===== config.mk =====
export PLATFORM = sky130hd
export DESIGN_NAME = piece_ctrl
export DESIGN_NICKNAME = d
export VERILOG_FILES = /design/src/rtl/tetris_pkg.sv /design/src/rtl/gravity_timer.sv /design/src/rtl/piece_ctrl.sv
export SDC_FILE = /design/constraint.sdc
export NUM_CORES = 1
export LEC_CHECK = 0
export BUFFER_PORTS_ARGS = -buffer_cell sky130_fd_sc_hd__buf_4
export CAP_MARGIN = 20
export CORE_ASPECT_RATIO = 1.25
export CORE_MARGIN = 4
export CORE_UTILIZATION = 40
export CTS_BUF_LIST = sky130_fd_sc_hd__clkbuf_8
export CTS_CLUSTER_SIZE = 24
export DETAILED_ROUTE_END_ITERATION = 10
export HOLD_SLACK_MARGIN = 0.15
export PLACE_DENSITY = 0.69
export SLEW_MARGIN = 0
export SYNTH_ARGS = -nofsm -noshare
export SYNTH_HDL_FRONTEND = slang
export SYNTH_SLANG_ARGS = --single-unit

===== constraint.sdc =====
create_clock -name clka -period 4.04 [get_ports clka]
set_input_delay 1.01 -clock clka [delete_from_list [all_inputs] [get_ports clka]]
set_output_delay 1.01 -clock clka [all_outputs]
set_load 0.02 [all_outputs]

===== src/rtl/tetris_pkg.sv =====
// Shared constants for the playfield blocks: main FSM state codes, board
// geometry defaults, piece type codes, spawn anchor and the piece
// controller's own state/move encodings.
package tetris_pkg;

  // Main game FSM state codes, as driven on piece_ctrl.state
  localparam logic [2:0] ST_GEN      = 3'b000;
  localparam logic [2:0] ST_MOVE     = 3'b001;
  localparam logic [2:0] ST_LAND     = 3'b010;
  localparam logic [2:0] ST_NEWBOARD = 3'b100;
  localparam logic [2:0] ST_GAMEOVER = 3'b101;

  localparam int BOARD_W_DEF = 10;
  localparam int BOARD_H_DEF = 20;
  localparam int SPAWN_X_DEF = 3;
  localparam int SPAWN_Y_DEF = 0;

  // Piece type codes
  localparam logic [2:0] T_I = 3'd0;
  localparam logic [2:0] T_O = 3'd1;
  localparam logic [2:0] T_T = 3'd2;
  localparam logic [2:0] T_S = 3'd3;
  localparam logic [2:0] T_Z = 3'd4;
  localparam logic [2:0] T_J = 3'd5;
  localparam logic [2:0] T_L = 3'd6;

  typedef enum logic [2:0] {
    S_IDLE, S_READY, S_CHK, S_LOCK, S_SPAWN_CHK, S_DONE
  } pc_state_t;

  typedef enum logic [1:0] {
    MV_DOWN, MV_ROT, MV_LEFT, MV_RIGHT
  } move_t;

  // Code 7 is not a piece; fold it onto type 0
  function automatic logic [2:0] norm_type(input logic [2:0] t);
    return (t == 3'd7) ? T_I : t;
  endfunction

endpackage


===== src/rtl/gravity_timer.sv =====
// Gravity step timer.
//  clka    in  system clock
//  restart in  async active-high reset
//  en      in  count enable
//  clr     in  synchronous clear (new piece)
//  tick    out 1-cycle pulse on the terminal count, counter wraps to 0
module gravity_timer #(
  parameter int GRAVITY_CYCLES = 5_000_000
) (
  input  logic clka,
  input  logic restart,
  input  logic en,
  input  logic clr,
  output logic tick
);

  localparam int CW = (GRAVITY_CYCLES > 2) ? $clog2(GRAVITY_CYCLES) : 1;
  localparam logic [CW-1:0] TERM = CW'(GRAVITY_CYCLES - 1);

  logic [CW-1:0] cnt;

  // Combinational so the consumer can serve the step on the wrap edge itself
  assign tick = en && (cnt == TERM);

  always_ff @(posedge clka or posedge restart) begin
    if (restart)   cnt <= '0;
    else if (clr)  cnt <= '0;
    else if (en)   cnt <= tick ? '0 : cnt + 1'b1;
  end

endmodule


===== src/rtl/piece_ctrl.sv =====
// Active-piece controller. Tracks the main FSM state, moves the falling
// piece through collision queries to board memory, commits landed pieces
// and reports placed/game_over back to the main FSM.
//  clka, restart                 clock, async active-high reset
//  state[2:0]                    main FSM state code
//  btn_left/right/rot/drop       1-cycle move requests
//  next_type[2:0]                upcoming piece type
//  chk_req/x/y/rot/type, chk_ack, chk_hit   collision query handshake
//  lock_req, lock_ack            commit-to-board handshake
//  piece_x/y/rot/type            active piece for rendering
//  placed, game_over             landing result to the main FSM
module piece_ctrl
  import tetris_pkg::*;
#(
  parameter int BOARD_W        = BOARD_W_DEF,
  parameter int GRAVITY_CYCLES = 5_000_000,
  parameter int SPAWN_X        = SPAWN_X_DEF,
  parameter int SPAWN_Y        = SPAWN_Y_DEF
) (
  input  logic       clka,
  input  logic       restart,
  input  logic [2:0] state,
  input  logic       btn_left,
  input  logic       btn_right,
  input  logic       btn_rot,
  input  logic       btn_drop,
  input  logic [2:0] next_type,
  output logic       chk_req,
  output logic [4:0] chk_x,
  output logic [4:0] chk_y,
  output logic [1:0] chk_rot,
  output logic [2:0] chk_type,
  input  logic       chk_ack,
  input  logic       chk_hit,
  output logic       lock_req,
  input  logic       lock_ack,
  output logic [4:0] piece_x,
  output logic [4:0] piece_y,
  output logic [1:0] piece_rot,
  output logic [2:0] piece_type,
  output logic       placed,
  output logic       game_over
);

  localparam logic [4:0] X_MIN = 5'b11110;          // -2
  localparam logic [4:0] X_MAX = 5'(BOARD_W - 1);
  localparam logic [4:0] SX    = 5'(SPAWN_X);
  localparam logic [4:0] SY    = 5'(SPAWN_Y);

  pc_state_t fsm, fsm_nxt;
  move_t     mv;
  logic      issue, spawn, grav_now, grav_tick, tmr_en;
  logic      abort_state, abort_now;
  logic      grav_pend, drop_act, cur_down, aborted;

  assign abort_state = (state == ST_NEWBOARD) || (state == ST_GAMEOVER);
  // Abort seen at any point while a handshake is open discards its result
  assign abort_now   = aborted || abort_state;
  assign tmr_en      = ((fsm == S_READY) || (fsm == S_CHK)) && (state == ST_MOVE);
  assign grav_now    = grav_pend || grav_tick;

  gravity_timer #(.GRAVITY_CYCLES(GRAVITY_CYCLES)) u_grav (
    .clka    (clka),
    .restart (restart),
    .en      (tmr_en),
    .clr     (spawn),
    .tick    (grav_tick)
  );

  always_ff @(posedge clka or posedge restart) begin
    if (restart) fsm <= S_IDLE;
    else         fsm <= fsm_nxt;
  end

  always_comb begin
    fsm_nxt = fsm;
    issue   = 1'b0;
    mv      = MV_DOWN;
    spawn   = 1'b0;
    case (fsm)
      S_IDLE:
        if (state == ST_GEN) begin
          spawn   = 1'b1;
          fsm_nxt = S_READY;
        end
      S_READY:
        if (abort_state) fsm_nxt = S_IDLE;
        else if (state == ST_MOVE) begin
          // A drop in progress keeps priority until it lands
          if (drop_act || btn_drop)                     begin issue = 1'b1; mv = MV_DOWN;  end
          else if (grav_now)                            begin issue = 1'b1; mv = MV_DOWN;  end
          else if (btn_rot)                             begin issue = 1'b1; mv = MV_ROT;   end
          else if (btn_left  && (piece_x != X_MIN))     begin issue = 1'b1; mv = MV_LEFT;  end
          else if (btn_right && (piece_x != X_MAX))     begin issue = 1'b1; mv = MV_RIGHT; end
          if (issue) fsm_nxt = S_CHK;
        end
      S_CHK:
        if (chk_ack) begin
          if (abort_now)                fsm_nxt = S_IDLE;
          else if (chk_hit && cur_down) fsm_nxt = S_LOCK;
          else                          fsm_nxt = S_READY;
        end
      S_LOCK:
        if (lock_ack) fsm_nxt = abort_now ? S_IDLE : S_SPAWN_CHK;
      S_SPAWN_CHK:
        if (chk_ack) fsm_nxt = abort_now ? S_IDLE : S_DONE;
      S_DONE:
        if (placed && (state != ST_MOVE)) fsm_nxt = S_IDLE;
      default: fsm_nxt = S_IDLE;
    endcase
  end

  always_ff @(posedge clka or posedge restart) begin
    if (restart) begin
      piece_x    <= SX;
      piece_y    <= SY;
      piece_rot  <= 2'd0;
      piece_type <= T_I;
      chk_req    <= 1'b0;
      chk_x      <= SX;
      chk_y      <= SY;
      chk_rot    <= 2'd0;
      chk_type   <= T_I;
      lock_req   <= 1'b0;
      placed     <= 1'b0;
      game_over  <= 1'b0;
      grav_pend  <= 1'b0;
      drop_act   <= 1'b0;
      cur_down   <= 1'b0;
      aborted    <= 1'b0;
    end else begin
      if (spawn) begin
        piece_type <= norm_type(next_type);
        piece_x    <= SX;
        piece_y    <= SY;
        piece_rot  <= 2'd0;
      end

      // Any down check (gravity or drop) serves a pending gravity step
      grav_pend <= (grav_pend || grav_tick) && !((issue && (mv == MV_DOWN)) || spawn);

      if (issue) begin
        chk_req  <= 1'b1;
        chk_type <= piece_type;
        chk_x    <= piece_x;
        chk_y    <= piece_y;
        chk_rot  <= piece_rot;
        cur_down <= (mv == MV_DOWN);
        case (mv)
          MV_DOWN:  chk_y   <= piece_y + 5'd1;
          MV_ROT:   chk_rot <= piece_rot + 2'd1;
          MV_LEFT:  chk_x   <= piece_x - 5'd1;
          MV_RIGHT: chk_x   <= piece_x + 5'd1;
        endcase
        if (btn_drop) drop_act <= 1'b1;
      end

      if ((fsm == S_CHK) && chk_ack) begin
        chk_req <= 1'b0;
        if (!abort_now) begin
          if (!chk_hit) begin
            piece_x   <= chk_x;
            piece_y   <= chk_y;
            piece_rot <= chk_rot;
          end else if (cur_down) begin
            lock_req <= 1'b1;
            drop_act <= 1'b0;
          end
        end
      end

      if ((fsm == S_LOCK) && lock_ack) begin
        lock_req <= 1'b0;
        if (!abort_now) begin
          chk_req  <= 1'b1;
          chk_x    <= SX;
          chk_y    <= SY;
          chk_rot  <= 2'd0;
          chk_type <= norm_type(next_type);
        end
      end

      // game_over lands here, placed one cycle later in DONE
      if ((fsm == S_SPAWN_CHK) && chk_ack) begin
        chk_req <= 1'b0;
        if (!abort_now) game_over <= chk_hit;
      end

      if (fsm == S_DONE) begin
        if (!placed)                placed <= 1'b1;
        else if (state != ST_MOVE)  placed <= 1'b0;
      end

      if (fsm_nxt == S_IDLE) begin
        aborted  <= 1'b0;
        drop_act <= 1'b0;
      end else if (abort_state && ((fsm == S_CHK) || (fsm == S_LOCK) || (fsm == S_SPAWN_CHK))) begin
        aborted <= 1'b1;
      end

      if (state == ST_NEWBOARD) game_over <= 1'b0;
    end
  end

endmodule


Yosys cells after proc, flatten, opt, wreduce, memory -nomap -nowiden
Cells that the tools add are included.
- register bits after elaboration: 64
- bits of input ports: 15
- word-level logic and storage cells: 163
- $add $sub $neg: 5
- equality and inequality tests: 18
- mux-type cells: 89
- reduce and logical (&&, ||, !) cells: 33
- operators by type and width (operator ; number):
    5-bit two-way mux ; 15
    23-bit two-way mux ; 3
    3-bit two-way mux ; 14
    1-bit two-way mux ; 37
    2-bit two-way mux ; 18
    23-bit by 1-bit adder with 23-bit output, second input constant ; 1
    23-bit == test, second input constant ; 1
    3-bit one-hot mux with 6 select lines ; 1
    3-bit == test, second input constant ; 5
    1-bit logical AND ; 12
    2-bit nonzero test ; 6
    5-bit by 1-bit adder with 5-bit output, second input constant ; 2
    5-bit one-hot mux with 2 select lines ; 1
    3-bit logical NOT ; 3
    1-bit logical OR ; 8
    3-bit by 1-bit == test with 1-bit output, second input constant ; 2
    3-bit by 2-bit == test with 1-bit output, second input constant ; 2
    5-bit by 4-bit != test with 1-bit output, second input constant ; 1
    5-bit != test, second input constant ; 1
    5-bit by 1-bit subtractor with 5-bit output, second input constant ; 1
    2-bit == test, second input constant ; 2
    2-bit by 1-bit != test with 1-bit output, second input constant ; 2
    4-bit AND reduction ; 1
    3-bit by 1-bit != test with 1-bit output, second input constant ; 1
    5 further kinds ; 5

Depth between registers and ports, before layout
Gate-level depths: netlist of the first run.
- depth in word-level cells: 19
- depth in mapped cells: 13
- gate-level depth less buffers: 13

By module
From an unflattened synthesis of the first run, not the netlist that was laid out.
- cell total of the unflattened synthesis: 392
- area total of the unflattened synthesis: 3707.3 um^2
- by module, submodules not included (module ; times used ; cells each ; area each (um^2)):
    piece_ctrl ; 1 ; 245 ; 2268.4
    gravity_timer ; 1 ; 147 ; 1438.9

Worst setup path before layout of the first run
OpenSTA, ideal clock, no wires.
- path kind: input port to flip-flop
- start: input port state[0]
- end: register chk_x[4]
- arrival time: 3.897 ns
- required time: 3.914 ns
- setup slack: 0.017 ns
- stages: 13
- path through: buf_4 > or3b_1 > buf_2 > nor2_4 > nand3_2 > or4_1 > fa_1 > a21o_1 > a21o_1 > nor3_1 > nor4b_2 > o32ai_1 > nor2_1
- cells in the longest elaborated chain, start to end: 15
- ends and longest elaborated chain (element ; RTL line ; RTL):
    start, declared ; piece_ctrl.sv:22 ; input logic [2:0] state,
    3-bit by 1-bit == test with 1-bit output ; piece_ctrl.sv:59, piece_ctrl.sv:88 ;
    1-bit logical AND ; piece_ctrl.sv:59 ; assign tmr_en = ((fsm == S_READY) || (fsm == S_CHK)) && (state == ST_MOVE);
    1-bit logical AND ; gravity_timer.sv:23 ; assign tick = en && (cnt == TERM);
    1-bit logical OR ; piece_ctrl.sv:60 ; assign grav_now = grav_pend || grav_tick;
    1-bit two-way mux ; piece_ctrl.sv:91 ; else if (grav_now) begin issue = 1'b1; mv = MV_DOWN; end
    1-bit two-way mux ; piece_ctrl.sv:90 ; if (drop_act || btn_drop) begin issue = 1'b1; mv = MV_DOWN; end
    1-bit two-way mux ; piece_ctrl.sv:88 ; else if (state == ST_MOVE) begin
    1-bit two-way mux ; piece_ctrl.sv:87 ; if (abort_state) fsm_nxt = S_IDLE;
    1-bit two-way mux ; piece_ctrl.sv:80 ; case (fsm)
    1-bit two-way mux ; piece_ctrl.sv:88 ;
    1-bit two-way mux ; piece_ctrl.sv:87 ;
    1-bit two-way mux ; piece_ctrl.sv:80 ;
    5-bit two-way mux ; piece_ctrl.sv:142 ; if (issue) begin
    5-bit two-way mux ; piece_ctrl.sv:174 ; if (!abort_now) begin
    5-bit two-way mux (*) ; piece_ctrl.sv:172 ; if ((fsm == S_LOCK) && lock_ack) begin
    end signal, assigned ; piece_ctrl.sv:145 ; chk_x <= piece_x;
    end signal, assigned ; piece_ctrl.sv:152 ; MV_LEFT: chk_x <= piece_x - 5'd1;
    end signal, assigned ; piece_ctrl.sv:153 ; MV_RIGHT: chk_x <= piece_x + 5'd1;
    end, declared ; piece_ctrl.sv:29 ; output logic [4:0] chk_x,
Mark *: on every way between the ends. The rest lies on a longest branch, timed or not. The select of a mux whose other input is x is not followed.
A chain may end at the register's enable or synchronous reset.

Worst setup path after layout of the first run
- start: input port state[1]
- end: register chk_x[4]
The elaborated chain is that of the path after synthesis.

==> results of run 1 <==
per-layer routing:
metal	routed length, um	vias to the layer above	share of wire [%]	GRT usage, %
li1	-	1556	-	-
met3	416	13	4.5	3.29
met4	159	0	1.7	7.82
met2	4950	79	53	32.4
met1	3790	1596	41	23.0
met5	0	-	0	0
power breakdown:
part	switching (mW)	internal [mW]
Sequential	0.160	0.806
Combinational	0.467	0.358
Clock	0.257	0.358
Total	0.883	1.52
how the worst max path moves through the flow:
stage,endpoint,slack [ns],depth (start not counted)
final,chk_x[4],0.32,11
after global routing,chk_x[4],0.19,13
after CTS,chk_x[4],0.33,11
after detailed placement,chk_x[4],-0.03,11
after global placement,chk_x[4],0.04,11
after floorplan,chk_x[4],0.02,13
cell type report:
class | instances | area share, %
repair buffers | 66 | 11.2
well taps | 120 | 3.39
multi-input cells | 306 | 43.2
inverters | 13 | 1.10
flip-flops and latches | 64 | 36.3
clock inverters | 6 | 1.78
clock buffers | 10 | 3.11
worst register-to-register path: stages (launching register included):
cell and delay [ns]:
dfrtp_1 0.41, ha_1 0.26, nand4_1 0.13, nand4b_1 0.27, o31a_1 0.22, nand3_2 0.07
or4_1 0.61, fa_1 0.45, a21o_1 0.19, a21o_1 0.18, nor3_1 0.17, nor4b_2 0.09
o32ai_1 0.29, nor2_1 0.08
metrics by stage:
stage / power, mW / hold WS [ns] / area, um2
after floorplan: 1.45 / 0.450 / 3640
after global placement: 1.79 / 0.460 / 4210
after detailed placement: 1.80 / 0.469 / 4210
after CTS: 2.42 / 0.483 / 4430
after global routing: 2.55 / 0.507 / 4430
final: 2.40 / 0.482 / 4430
Yosys cell counts, types with 5 or more instances:
cell type / instances / share of area, %
nor2_1: 33 / 3.4
nor3_1: 17 / 2.3
ha_1: 5 / 1.7
o31ai_1: 5 / 1.0
o21ai_0: 19 / 2.6
xor2_1: 14 / 3.4
xnor2_1: 10 / 2.4
nand3_1: 15 / 2.1
mux2i_1: 8 / 2.2
a21oi_1: 22 / 3.0
clkbuf_1: 10 / 1.0
o21ai_1: 13 / 1.8
nand2b_1: 7 / 1.2
dfrtp_1: 60 / 41
nand2_1: 50 / 5.2
buf_2: 5 / 0.69
nand4_1: 10 / 1.7
or3_1: 13 / 2.2
inv_1: 13 / 1.3
layout by cell type, fill, tap and decap left out, types with 5 or more instances in the layout:
master / netlist / routed
nand3_1: 15 / 15
xnor2_1: 10 / 10
nand2b_1: 7 / 7
clkbuf_8: 0 / 10
ha_1: 5 / 5
o31ai_1: 5 / 5
inv_1: 13 / 15
a21oi_1: 22 / 22
or3_1: 13 / 13
o21ai_0: 19 / 19
nand4_1: 10 / 10
mux2i_1: 8 / 8
nand2_1: 50 / 50
buf_4: 2 / 66
xor2_1: 14 / 14
dfrtp_1: 60 / 60
o21ai_1: 13 / 13
nor2_1: 33 / 33
nor3_1: 17 / 17
state kept, by name, indices dropped and copies added (netlist names), 2 cells and up:
signal	count
chk_y	5
chk_x	5
fsm	3
u_grav.cnt	23
piece_y	5
piece_x	5
piece_rot	2
chk_rot	2
piece_type	3
chk_type	3
logic make-up after synthesis:
group	after synthesis
adders and majority gates	6
muxes	8
and+or+nand+nor	182
AOI/OAI and AO/OA	86
DFF	64
buffers and inverters	31
xor gates and xnor gates	24
==> flow_metrics.env, run 1 <==
export IMPL_status="finished, final reports clean"
export IMPL_grt_max_degree=42
export IMPL_syn_area_um2=3640
export IMPL_place_ws_ns=-0.0297
export IMPL_finClkSkew_ns=0.0140
export IMPL_fin_setup_tns_ns=0
export IMPL_num_rows=38
export IMPL_timing_final_crit_period_ns=3.72
export IMPL_timing_critical_path_mode_cell="a21o_1"
export IMPL_slew_violations=0
export IMPL_overflow=0
export IMPL_path_class="input port to register"
export IMPL_syn_area_per_cell_um2=9.09
export IMPL_slowest_delay_ns=0.63
export IMPL_first_global_vias=3181
export IMPL_die_x_um=93.4
export IMPL_path_clk_slew_ns=0.07
export IMPL_dr_total_vias=3244
export IMPL_cts_root_buffer_cell="clkbuf_8"
export IMPL_initial_core_util_pct=41.4
export IMPL_post_cts_resized=0
export IMPL_nFillCells=825
export IMPL_clock_latency_ns=0.36
export IMPL_drv_cap=0
export IMPL_gp_congestion=0.868
export IMPL_clock_path_buffers=2
export IMPL_endpoint_kind="register"
export IMPL_cts_tree="yes"
export IMPL_wl_per_cell_um=15.9
export IMPL_period_share_pct=92.2
export IMPL_ir_worst_vdd_mv=0.387
export IMPL_relSlewSlack_pct=43.2
export IMPL_muxShareOfSynthArea_pct=2.20
export IMPL_start_kind="input port"
export IMPL_cts_max_level=3
export IMPL_core_area_um2=8800
export IMPL_holdCritStartpoint="chk_x[0]"
export IMPL_synthCells=401
export IMPL_antenna_found_initial=0
export IMPL_crit_fanout=4
export IMPL_yosysUniqueCellTypes=62
export IMPL_multi_input_area_um2=1910
export IMPL_rsz0062_at_grt="no"
export IMPL_hpwl_um=6760
export IMPL_critPathLaunch="state[1]"
export IMPL_vias_per_cell=5.55
export IMPL_io_buffers=48
export IMPL_yosysWarnings=0
export IMPL_min_path_type="register to register"
export IMPL_dp_cells=569
export IMPL_drtAntennaViolNets=0
export IMPL_synth_seq_cells=64
export IMPL_reg2regPathDepth=13
export IMPL_synth_ff_type="dfrtp_1"
export IMPL_post_cts_buffers=0
export IMPL_cts_hold_buf=0
export IMPL_drive_above_1_share_pct=22.4
export IMPL_synth_edff_count=0
export IMPL_final_instance_count_excl_fill=585
export IMPL_min_path_cells=2
export IMPL_clock_sinks=64
export IMPL_required_ns=4.28
export IMPL_r2r_slack_ns=0.51
export IMPL_cts_buffers=9
export IMPL_cpMaxStageDelayCell="or4_1"
export IMPL_cp_num_buf_inv=1
export IMPL_drcViolationCount=0
export IMPL_synth_compound_area_share_pct=15.1
export IMPL_pin_count=49
export IMPL_r2r_start="u_grav.cnt[0]"
export IMPL_max_clock_freq_mhz=268
export IMPL_fin_util_pct=50.4
export IMPL_first_iter_violations=92
export IMPL_setup_violations=0
export IMPL_yosys_area_share_adder_pct=2.27
export IMPL_critical_path_arrival_ns=3.96
export IMPL_ys_async_sr_fraction_pct=100
export IMPL_powerDensity_nw_per_um2=543
export IMPL_yosysSeqAreaShare_pct=44.1
export IMPL_tightestPinTransition_ns=0.851
export IMPL_wirelength_um=9320
export IMPL_grt_usage_pct=18.8
export IMPL_synth_nets=422
export IMPL_hold_viol=0
export IMPL_diodes=0
export IMPL_p_leak_nw=1.97
export IMPL_die_area_um2=10700
export IMPL_synth_simple_area_share_pct=26.8
export IMPL_die_y_um=115
export IMPL_path_delay_family="simple AND/OR/NAND/NOR gates"
export IMPL_crit_chain="buf_4, or3b_1, or3_1, or4_1, fa_1, a21o_1, a21o_1, nor3_1, nor4b_2, o32ai_1, nor2_1"
export IMPL_setup_slack_ns=0.315
export IMPL_r2r_end="chk_x[4]"
export IMPL_grt_pass1_wl_um=15700
export IMPL_final_seq_area_um2=1610
export IMPL_area_growth_pct=21.6
export IMPL_dr_pass1_iters=4
export IMPL_nNetsFinal=481
export IMPL_whs_endpoint="piece_x[0]"
export IMPL_synth_top_family_by_area="simple AND/OR/NAND/NOR gates"
export IMPL_synth_xor_area_share_pct=5.77
Note: power is estimated with default switching activity, not from simulation.
==> inputs of run 2 (changes only) <==
--- a/config.mk
+++ b/config.mk
@@ -17,3 +17,2 @@
 export PLACE_DENSITY = 0.69
-export SLEW_MARGIN = 0
 export SYNTH_ARGS = -nofsm -noshare
==> constraint.sdc (replaced) <==
create_clock -name clka -period 4.04 [get_ports clka]
set_input_delay 0.404 -clock clka [delete_from_list [all_inputs] [get_ports clka]]
set_output_delay 0.404 -clock clka [all_outputs]
set_load 0.02 [all_outputs]
==> flow_metrics.env, run 2 (same netlist as run 1, synthesis figures left out) <==
export IMPL_status="finished, final reports clean"
export IMPL_p_leak_nw=1.91
export IMPL_final_common_cell="dfrtp_1"
export IMPL_cts_root_buffer_cell="clkbuf_8"
export IMPL_core_area_um2=8800
export IMPL_vias_per_cell=5.57
export IMPL_hpwl_um=6710
export IMPL_antenna_found_initial=0
export IMPL_hold_viol=0
export IMPL_setup_violations=0
export IMPL_post_cts_buffers=0
export IMPL_cp_num_buf_inv=0
export IMPL_initial_core_util_pct=41.4
export IMPL_clock_path_buffers=2
export IMPL_relSlewSlack_pct=36.1
export IMPL_reg2regPathDepth=13
export IMPL_slowest_delay_ns=0.64
export IMPL_largest_reg_flops=23
export IMPL_top_register="u_grav.cnt"
export IMPL_cts_buffers=9
export IMPL_dpl_instance_area_um2=4120
export IMPL_required_ns=4.26
export IMPL_die_x_um=93.4
export IMPL_post_cts_resized=0
export IMPL_cts_max_level=3
export IMPL_critical_path_arrival_ns=3.99
export IMPL_pin_count=49
export IMPL_path_class="register to register"
export IMPL_crit_cells=13
export IMPL_nNetsFinal=471
export IMPL_cpMaxStageDelayCell="or4_1"
export IMPL_diodes=0
export IMPL_slew_violations=0
export IMPL_area_growth_pct=19.6
export IMPL_final_seq_area_um2=1610
export IMPL_max_clock_freq_mhz=265
export IMPL_dr_total_vias=3204
export IMPL_first_iter_violations=131
export IMPL_drtAntennaViolNets=0
export IMPL_gp_congestion=0.842
export IMPL_cts_hold_buf=0
export IMPL_min_path_type="input port to async pin"
export IMPL_fin_setup_tns_ns=0
export IMPL_drcViolationCount=0
export IMPL_drive_above_1_share_pct=21.1
export IMPL_path_delay_family="simple AND/OR/NAND/NOR gates"
export IMPL_crit_chain="ha_1, nand4_1, nand4b_1, o31a_1, nand3_2, or4_1, fa_1, a21o_1, a21o_1, nor3_1, nor4b_2, o32ai_1, nor2_1"
export IMPL_dr_pass1_iters=4
export IMPL_start_kind="register"
export IMPL_drv_cap=0
export IMPL_num_rows=38
export IMPL_endpoint_kind="register"
export IMPL_die_y_um=115
export IMPL_nFillCells=823
export IMPL_path_clk_slew_ns=0.08
export IMPL_timing_final_crit_period_ns=3.77
export IMPL_grt_max_degree=36
export IMPL_mostFrequentLayoutCells="dfrtp_1, buf_4, nand2_1"
export IMPL_clock_sinks=64
export IMPL_multi_input_area_um2=1910
export IMPL_io_buffers=48
export IMPL_die_area_um2=10700
export IMPL_grt_usage_pct=18.6
export IMPL_tightestPinTransition_ns=0.958
export IMPL_grt_pass1_wl_um=15900
export IMPL_timing_critical_path_mode_cell="a21o_1"
export IMPL_ir_worst_vdd_mv=0.377
export IMPL_finClkSkew_ns=0.0111
export IMPL_wirelength_um=9160
export IMPL_wl_per_cell_um=15.9
export IMPL_powerDensity_nw_per_um2=552
export IMPL_clock_latency_ns=0.35
export IMPL_period_share_pct=93.3
export IMPL_finalInstanceArea_um2=4360
export IMPL_first_global_vias=3294
export IMPL_rsz0062_at_grt="no"
export IMPL_cts_tree="yes"
export IMPL_crit_fanout=5
export IMPL_overflow=0
[run 2: worst paths after layout]
kind	start	to	slack, ns
worst max-delay path	u_grav.cnt[0]	chk_x[4]	0.27
worst min-delay path	restart	piece_x[3]	0.14
worst max register to register	u_grav.cnt[0]	chk_x[4]	0.27
worst min register to register	chk_x[1]	piece_x[1]	0.48
max in group asynchronous	restart	u_grav.cnt[11]	2.98
min in group clka	btn_drop	drop_act	0.28
[run 2: power breakdown]
part           leakage, nW  total [mW]  switching, mW  internal (mW)
clock                0.107       0.617          0.269          0.348
sequential           0.843       0.967          0.161          0.806
combinational        0.960       0.821          0.470          0.352
total                 1.91        2.41          0.900           1.51
[run 2: per-stage QoR]
stage                     total power [mW]  setup WS (ns)  hold WS, ns  cells  utilization, %
final                                 2.41          0.273        0.141    575            49.5
after global routing                  2.55         0.0216        0.184    575            49.5
after CTS                             2.42          0.228        0.152    573            49.4
after detailed placement              1.80          0.251        0.468    557            46.9
after global placement                1.78          0.402        0.460    557            46.9
after floorplan                       1.45          0.586        0.450    401               -
[run 2: layout make-up]
| class | instances | area share (%) |
|---|---|---|
| clock buffers | 9 | 2.84 |
| clock inverters | 7 | 2.21 |
| inverters | 13 | 1.12 |
| multi-input cells | 306 | 43.9 |
| flip-flops and latches | 64 | 36.9 |
| well taps | 120 | 3.45 |
| repair buffers | 56 | 9.65 |
[run 2: routing by layer]
| metal | vias to the layer above | GRT usage [%] | share of wire, % |
|---|---|---|---|
| met5 | - | 0 | 0 |
| met1 | 1580 | 22.3 | 41 |
| met2 | 71 | 32.7 | 52 |
| met3 | 17 | 4.14 | 4.5 |
| met4 | 0 | 6.55 | 2.1 |
| li1 | 1536 | - | - |
